==> src/rtl/uart_rx.sv <==
// uart_rx -- serial UART receiver feeding the receive slot of the UART data
// register. Frames are 8N1 (8E1 when UART_RX_PARITY_EN is defined), LSB
// first, each bit sampled at its centre. Every correctly framed byte is
// presented zero-extended on data_o together with a one-cycle wr_o strobe.
//
// Optional feature macro: UART_RX_PARITY_EN
//   defined   : an even-parity bit follows the data bits; a parity mismatch
//               sets parity_err_o and suppresses wr_o.
//   undefined : no parity bit, parity_err_o is constant 0.
//
// Parameters
//   CLK_PER_BIT : clk_i cycles per bit (>= 4)
//   W           : width of data_o (byte in [7:0], upper bits zero)
//
// Ports
//   clk_i        : system clock, all logic on posedge
//   rst_i        : asynchronous active-low reset
//   rx_i         : asynchronous serial line, idle high
//   data_o       : last valid received byte, zero-extended
//   wr_o         : one-cycle strobe, data_o holds a new valid byte
//   busy_o       : high while a frame is in progress
//   frame_err_o  : stop-bit status of the last completed frame
//   parity_err_o : parity status of the last completed frame

module uart_rx #(
    parameter int CLK_PER_BIT = 434,
    parameter int W           = 32
) (
    input  logic         clk_i,
    input  logic         rst_i,
    input  logic         rx_i,
    output logic [W-1:0] data_o,
    output logic         wr_o,
    output logic         busy_o,
    output logic         frame_err_o,
    output logic         parity_err_o
);

    localparam int CNT_W = $clog2(CLK_PER_BIT);
    localparam logic [CNT_W-1:0] CNT_FULL = CNT_W'(CLK_PER_BIT - 1);
    localparam logic [CNT_W-1:0] CNT_HALF = CNT_W'(CLK_PER_BIT / 2 - 1);

`ifdef UART_RX_PARITY_EN
    typedef enum logic [2:0] {
        S_IDLE, S_START, S_DATA, S_PARITY, S_STOP, S_BREAK
    } state_t;
`else
    typedef enum logic [2:0] {
        S_IDLE, S_START, S_DATA, S_STOP, S_BREAK
    } state_t;
`endif

    state_t         state_q;
    logic           rx_meta_q;
    logic           rxs_q;
    logic [CNT_W-1:0] cnt_q;
    logic [CNT_W-1:0] cnt_d;
    logic [2:0]     idx_q;
    logic [2:0]     idx_d;
    logic [7:0]     shift_q;
    logic [W-1:0]   data_q;
    logic           wr_q;
    logic           frame_err_q;
    logic           parity_bad;

    assign cnt_d = cnt_q + CNT_W'(1);
    assign idx_d = idx_q + 3'd1;

`ifdef UART_RX_PARITY_EN
    logic par_q;
    logic perr_q;
    // Even parity: received parity bit plus data bits must have an even
    // number of ones.
    assign parity_bad   = par_q ^ (^shift_q);
    assign parity_err_o = perr_q;
`else
    assign parity_bad   = 1'b0;
    assign parity_err_o = 1'b0;
`endif

    always_ff @(posedge clk_i or negedge rst_i) begin
        if (!rst_i) begin
            rx_meta_q   <= 1'b1;
            rxs_q       <= 1'b1;
            state_q     <= S_IDLE;
            cnt_q       <= '0;
            idx_q       <= '0;
            shift_q     <= '0;
            data_q      <= '0;
            wr_q        <= 1'b0;
            frame_err_q <= 1'b0;
`ifdef UART_RX_PARITY_EN
            par_q       <= 1'b0;
            perr_q      <= 1'b0;
`endif
        end else begin
            // Two-flop synchronizer; only rxs_q is used below.
            rx_meta_q <= rx_i;
            rxs_q     <= rx_meta_q;
            wr_q      <= 1'b0;

            case (state_q)
                S_IDLE: begin
                    if (!rxs_q) begin
                        state_q <= S_START;
                        cnt_q   <= '0;
                    end
                end

                // Re-check the line half a bit in; a high level means the
                // falling edge was a glitch.
                S_START: begin
                    if (cnt_q == CNT_HALF) begin
                        cnt_q <= '0;
                        idx_q <= '0;
                        state_q <= rxs_q ? S_IDLE : S_DATA;
                    end else begin
                        cnt_q <= cnt_d;
                    end
                end

                S_DATA: begin
                    if (cnt_q == CNT_FULL) begin
                        cnt_q          <= '0;
                        shift_q[idx_q] <= rxs_q;
                        idx_q          <= idx_d;
                        if (idx_q == 3'd7) begin
`ifdef UART_RX_PARITY_EN
                            state_q <= S_PARITY;
`else
                            state_q <= S_STOP;
`endif
                        end
                    end else begin
                        cnt_q <= cnt_d;
                    end
                end

`ifdef UART_RX_PARITY_EN
                S_PARITY: begin
                    if (cnt_q == CNT_FULL) begin
                        cnt_q   <= '0;
                        par_q   <= rxs_q;
                        state_q <= S_STOP;
                    end else begin
                        cnt_q <= cnt_d;
                    end
                end
`endif

                S_STOP: begin
                    if (cnt_q == CNT_FULL) begin
                        cnt_q <= '0;
`ifdef UART_RX_PARITY_EN
                        perr_q <= parity_bad;
`endif
                        if (rxs_q) begin
                            frame_err_q <= 1'b0;
                            state_q     <= S_IDLE;
                            if (!parity_bad) begin
                                wr_q   <= 1'b1;
                                data_q <= W'(shift_q);
                            end
                        end else begin
                            frame_err_q <= 1'b1;
                            state_q     <= S_BREAK;
                        end
                    end else begin
                        cnt_q <= cnt_d;
                    end
                end

                // A line held low after a bad stop bit must go high again
                // before a new start edge can be recognised.
                S_BREAK: begin
                    if (rxs_q) begin
                        state_q <= S_IDLE;
                    end
                end

                default: state_q <= S_IDLE;
            endcase
        end
    end

    assign data_o      = data_q;
    assign wr_o        = wr_q;
    assign frame_err_o = frame_err_q;
    assign busy_o      = (state_q != S_IDLE);

endmodule

==> config.mk <==
export PLATFORM = sky130hd
export DESIGN_NAME = uart_rx
export DESIGN_NICKNAME = d
export VERILOG_FILES = /design/src/rtl/uart_rx.sv
export SDC_FILE = /design/constraint.sdc
export NUM_CORES = 1
export LEC_CHECK = 0
export BUFFER_PORTS_ARGS = -buffer_cell sky130_fd_sc_hd__buf_2
export CORE_MARGIN = 8
export CORE_UTILIZATION = 59
export CTS_CLUSTER_DIAMETER = 30
export DETAILED_ROUTE_END_ITERATION = 6
export PLACE_DENSITY = 0.9
export REMOVE_ABC_BUFFERS = 1
export SLEW_MARGIN = 15
export SYNTH_ARGS = -nofsm -noshare
export SYNTH_HDL_FRONTEND = slang
export SYNTH_SLANG_ARGS = --single-unit
==> constraint.sdc <==
create_clock -name clk_i -period 6.35 [get_ports clk_i]
set_input_delay 0.9525 -clock clk_i [delete_from_list [all_inputs] [get_ports clk_i]]
set_output_delay 0.9525 -clock clk_i [all_outputs]
set_load 0.02 [all_outputs]
# Yosys cells after proc, flatten, opt, wreduce, memory -nomap -nowiden
# Cells that the tools add are included.
totals:
  output_inout_bits: 36
  regBits: 35
op_classes:
  n_reduce_logical: 12
  addsub: 2
  eq_ne: 13
  muxes: 23
  order_cmp: 2
op_table:
  columns: ["operator", "n"]
  rows:
  - ["$mux 3", 9]
  - ["$mux 9", 3]
  - ["$pmux 9 s3", 1]
  - ["$pmux 3 s5", 1]
  - ["$ne 2x2->1 const B", 6]
  - ["$add 9x1->9 const B", 1]
  - ["$eq 9x8->1 const B", 1]
  - ["$eq 9x9->1 const B", 1]
  - ["$bwmux 8", 1]
  - ["$eq 3x2->1 const B", 2]
  - ["$eq 3x3->1 const B", 2]
  - ["$pmux 3 s2", 1]
  - ["$reduce_and 2->1", 3]
  - ["$reduce_and 3->1", 2]
  - ["$reduce_and 6->1", 1]
  - ["$reduce_bool 3->1", 2]
  - ["$mux 1", 5]
  - ["$lt 3x4->1 const B", 1]
  - ["$add 3x1->3 const B", 1]
  - ["$demux 1 s3", 1]
  - ["$eq 3x1->1 const B", 1]
  - ["$ge 3x1->1 const B", 1]
  - ["$logic_not 3->1", 1]
  - ["$mux 2", 1]
  - ["3 further kinds", 3]

# Depth between registers and ports, before layout
logic_depth:
  word_depth: 5
  mapped_depth: 7
  depth_no_buf: 6

# Least setup slack after synthesis
# No wires, ideal clock.
synth_timing:
  path_type: "register to register"
  start: "register cnt_q[2]"
  end: "register shift_q[2]"
  t_arrival_ns: 1.946
  period_less_slack_ns: 2.073
  setup_slack_ns: 4.277
  required_time_ns: 6.222
  stages_incl_launch_ff: 7
  cell_sequence: "dfrtp_1 -> buf_6 -> or4b_4 -> nor4_4 -> buf_6 -> and4bb_2 -> mux2_1"
synth_between:
  elab_chain_cells: 2
synth_rtl:
  columns: ["item", "line_no", "rtl"]
  rows:
  - ["start: declaration", "56", "logic [CNT_W-1:0] cnt_q;"]
  - ["start signal: assignment", "118", "cnt_q <= cnt_d;"]
  - ["start signal: assignment", "135", "cnt_q <= cnt_d;"]
  - ["start signal: assignment", "169", "cnt_q <= cnt_d;"]
  - ["$eq 9x9->1", "123", "if (cnt_q == CNT_FULL) begin"]
  - ["$reduce_and 2->1 (no line)", null, null]
  - ["end signal: indexed assignment", "125", "shift_q[idx_q] <= rxs_q;"]
  - ["end: declaration", "60", "logic [7:0] shift_q;"]
# Every way passes these cells.
# A chain may end at the register's enable or synchronous reset.

# Worst setup path in the final report
layout_timing:
  start: "register state_q[0]"
  end: "output busy_o"
layout_between:
  elab_chain_cells: 1
layout_rtl:
  columns: ["item", "line_no", "rtl"]
  rows:
  - ["start: declaration", "53", "state_t state_q;"]
  - ["start signal: assignment", "116", "state_q <= rxs_q ? S_IDLE : S_DATA;"]
  - ["$reduce_bool 3->1", "189", "assign busy_o = (state_q != S_IDLE);"]
  - ["end: declaration", "34", "output logic busy_o,"]
# Every way passes these cells.

==> metrics.yaml <==
worst_setup_path:
  crit_chain: "or3_1 -> buf_2"
  r2r_setup_slack_ps: 4020
  cp.buffers_inverters: 1
  crit_family: "flip-flops"
  r2r_start: "cnt_q[3]"
  slowest_delay_ps: 530
  start_kind: "register"
  worstReg2RegEnd: "shift_q[4]"
  critPathKind: "register to output port"
  slowest_stage: "dfrtp_1"
  required_ps: 5400
  endpoint_kind: "output port"
  path_max_fanout: 12
  r2r_cells: 4
  cp.arrival_ps: 1410
min_path:
  hp-class: "register to register"
  hp-start: "rx_meta_q"
  hold_depth: 0
  whs_endpoint: "rxs_q"
floorplan:
  die_width_um: 73.7
  die-area_um2: 5440
  dieHeight_um: 73.7
  initial_core_util_pct: 60.4
  num_rows: 21
  core-area_um2: 3260
  num_io_pins: 39
clocking:
  clkSinkCount: 35
  ctsHoldBuffers: 0
  cts.path.max_buffers: 2
  cts_setup_buffers: 0
  clk_pin_slew_ps: 110
  worstSkewPairLatency_ps: 340
  htreeDepth: 2
  root_buffer: "clkbuf_4"
  post_cts_resized: 0
  cts_made_buffers: 5
  cts_tree: "yes"
synth:
  avgSynthCellArea_um2: 10.5
  synthTopCellsByArea: "dfrtp_1, buf_4, mux2_2"
  yosysMostFrequentCell: "dfrtp_1"
  synthCells: 187
  ys.flop_type: "dfrtp_1"
  ys_seq_area_share_pct: 44.7
  synth_edf_count: 0
  synth_cell_types: 45
  synth_common_cells: "dfrtp_1, buf_4, mux2_2"
  synth_top_cell_by_area: "dfrtp_1"
  synth_top_area_share_pct: 42.0
  synth_area_um2: 1970
  ys_warn_count: 0
  synthArstFlopShare_pct: 100
  synth_seq_cells: 35
routing:
  firstDrtPassIters: 4
  ant_nets: 0
  vias_per_cell: 5.25
  avgRoutedWirePerCell_um: 14.0
  drt_iter0_markers: 78
  routed_wirelength_mm: 3.40
  drcViolationCount: 0
  via_count: 1281
global_routing:
  grt_first_pass_wirelength_mm: 5.60
  grt_antenna_before_repair: 0
  grt_start_max_net_pins: 36
  grt_pass1_vias: 1188
  grt-ovfl-total: 0
  grt_usage_pct: 13.5
placement:
  dpl_cell_area_um2: 1940
  dp_hpwl_mm: 2.44
  portBuffers: 13
  place.gp.congestion: 0.908
sta:
  slew_headroom_pct: 50.8
  post-route-period-util_pct: 37.2
  skew_ps: 8.59
  min_period_ps: 2370
  hold_viol_final: 0
  drv_slew: 0
  max_freq_ghz: 0.423
  finalSetupTns_ps: 0
  rsz0062_at_grt: "false"
  worst_slew_pin_slew_ps: 739
  setup_viol: 0
layout:
  diodes: 0
  area_growth_pct: 3.82
  final_area_um2: 2040
  nets: 205
  drive_gt1_share_pct: 20.7
power_and_ir_drop:
  ir_drop_mv: 0.135
  pwr_density_cell_nw_per_um2: 214
  leakagePower_uw: 0.00101
run_status:
  status: "completed"
flow_run:
  drv_cap: 0
-- cell families (layout without fill, tap and decap cells) --
| kind of cell | count (synthesis) | after routing | share of synthesized area, % |
|---|---|---|---|
| AOI/OAI and AO/OA | 31 | 31 | 10.3 |
| DFF | 35 | 35 | 44.7 |
| adders and majority gates | 5 | 5 | 3.18 |
| and+or+nand+nor | 54 | 54 | 17.3 |
| xor gates and xnor gates | 1 | 1 | 0.445 |
| other | 1 | 25 | 0.191 |
| buffers and inverters | 42 | 29 | 13.7 |
| muxes | 18 | 18 | 10.2 |
-- report_power, final --
part / total, µW / switching, µW / internal (µW)
registers: 225 / 1.44 / 224
clock network: 194 / 71.6 / 123
logic: 17.9 / 17.4 / 0.520
-- state kept, by name, indices dropped and copies added (netlist names), 3 cells and up --
name     count
cnt_q        9
data_o       8
shift_q      8
idx_q        3
state_q      3
-- placed cells by master (no fill, tap or decap), drive strengths merged, types with 5 or more instances in the layout --
cell type,netlist,layout
o21ai,9,9
a21oi,6,6
conb,1,25
inv,8,8
mux2,17,17
nor2,8,8
dfrtp,33,33
buf,29,13
nand3,5,5
clkbuf,5,6
ha,5,5
nand2,11,11
-- through the flow --
stage               setup slack, ps  hold slack [ps]  cells  total power (µW)  util [%]
floorplan                      4200              345    177               242         -
global placement               4100              346    236               247      59.6
detailed placement             4020              350    236               247      59.6
global route                   3900              377    244               455      62.7
CTS                            3970              368    244               442      62.7
finish                         3980              367    244               438      62.7
-- final cells by class --
type                            count  area (µm²)
Inverter                            8        30.0
Sequential cell                    35         878
Clock inverter                      2        60.1
Clock buffer                        6        41.3
Timing Repair Buffer               13        65.1
Tap cell                           46        57.6
Multi-Input combinational cell    134         910
Fill cell                         280        1220
-- worst register-to-register path: stages, from the launching register on --
cell and delay (ps):
dfrtp_1 470, or4b_4 590, nor4_4 540, and4bb_2 300, mux2_2 330
-- per-layer routing --
metal	track usage [%]	wire length, µm
met1	17.2	1540
met2	20.1	1600
met3	4.37	206
met4	6.21	51
met5	0	0
-- worst max-delay path by stage --
| stage | start | to | slack [ps] | cells after the start |
|---|---|---|---|---|
| global route | state_q[0] | busy_o | 3900 | 2 |
| finish | state_q[0] | busy_o | 3980 | 2 |
| CTS | state_q[0] | busy_o | 3970 | 2 |
| floorplan | cnt_q[6] | shift_q[2] | 4200 | 4 |
| global placement | cnt_q[3] | shift_q[2] | 4100 | 4 |
| detailed placement | cnt_q[3] | shift_q[2] | 4020 | 4 |
Note: power is estimated with default switching activity, not from simulation.
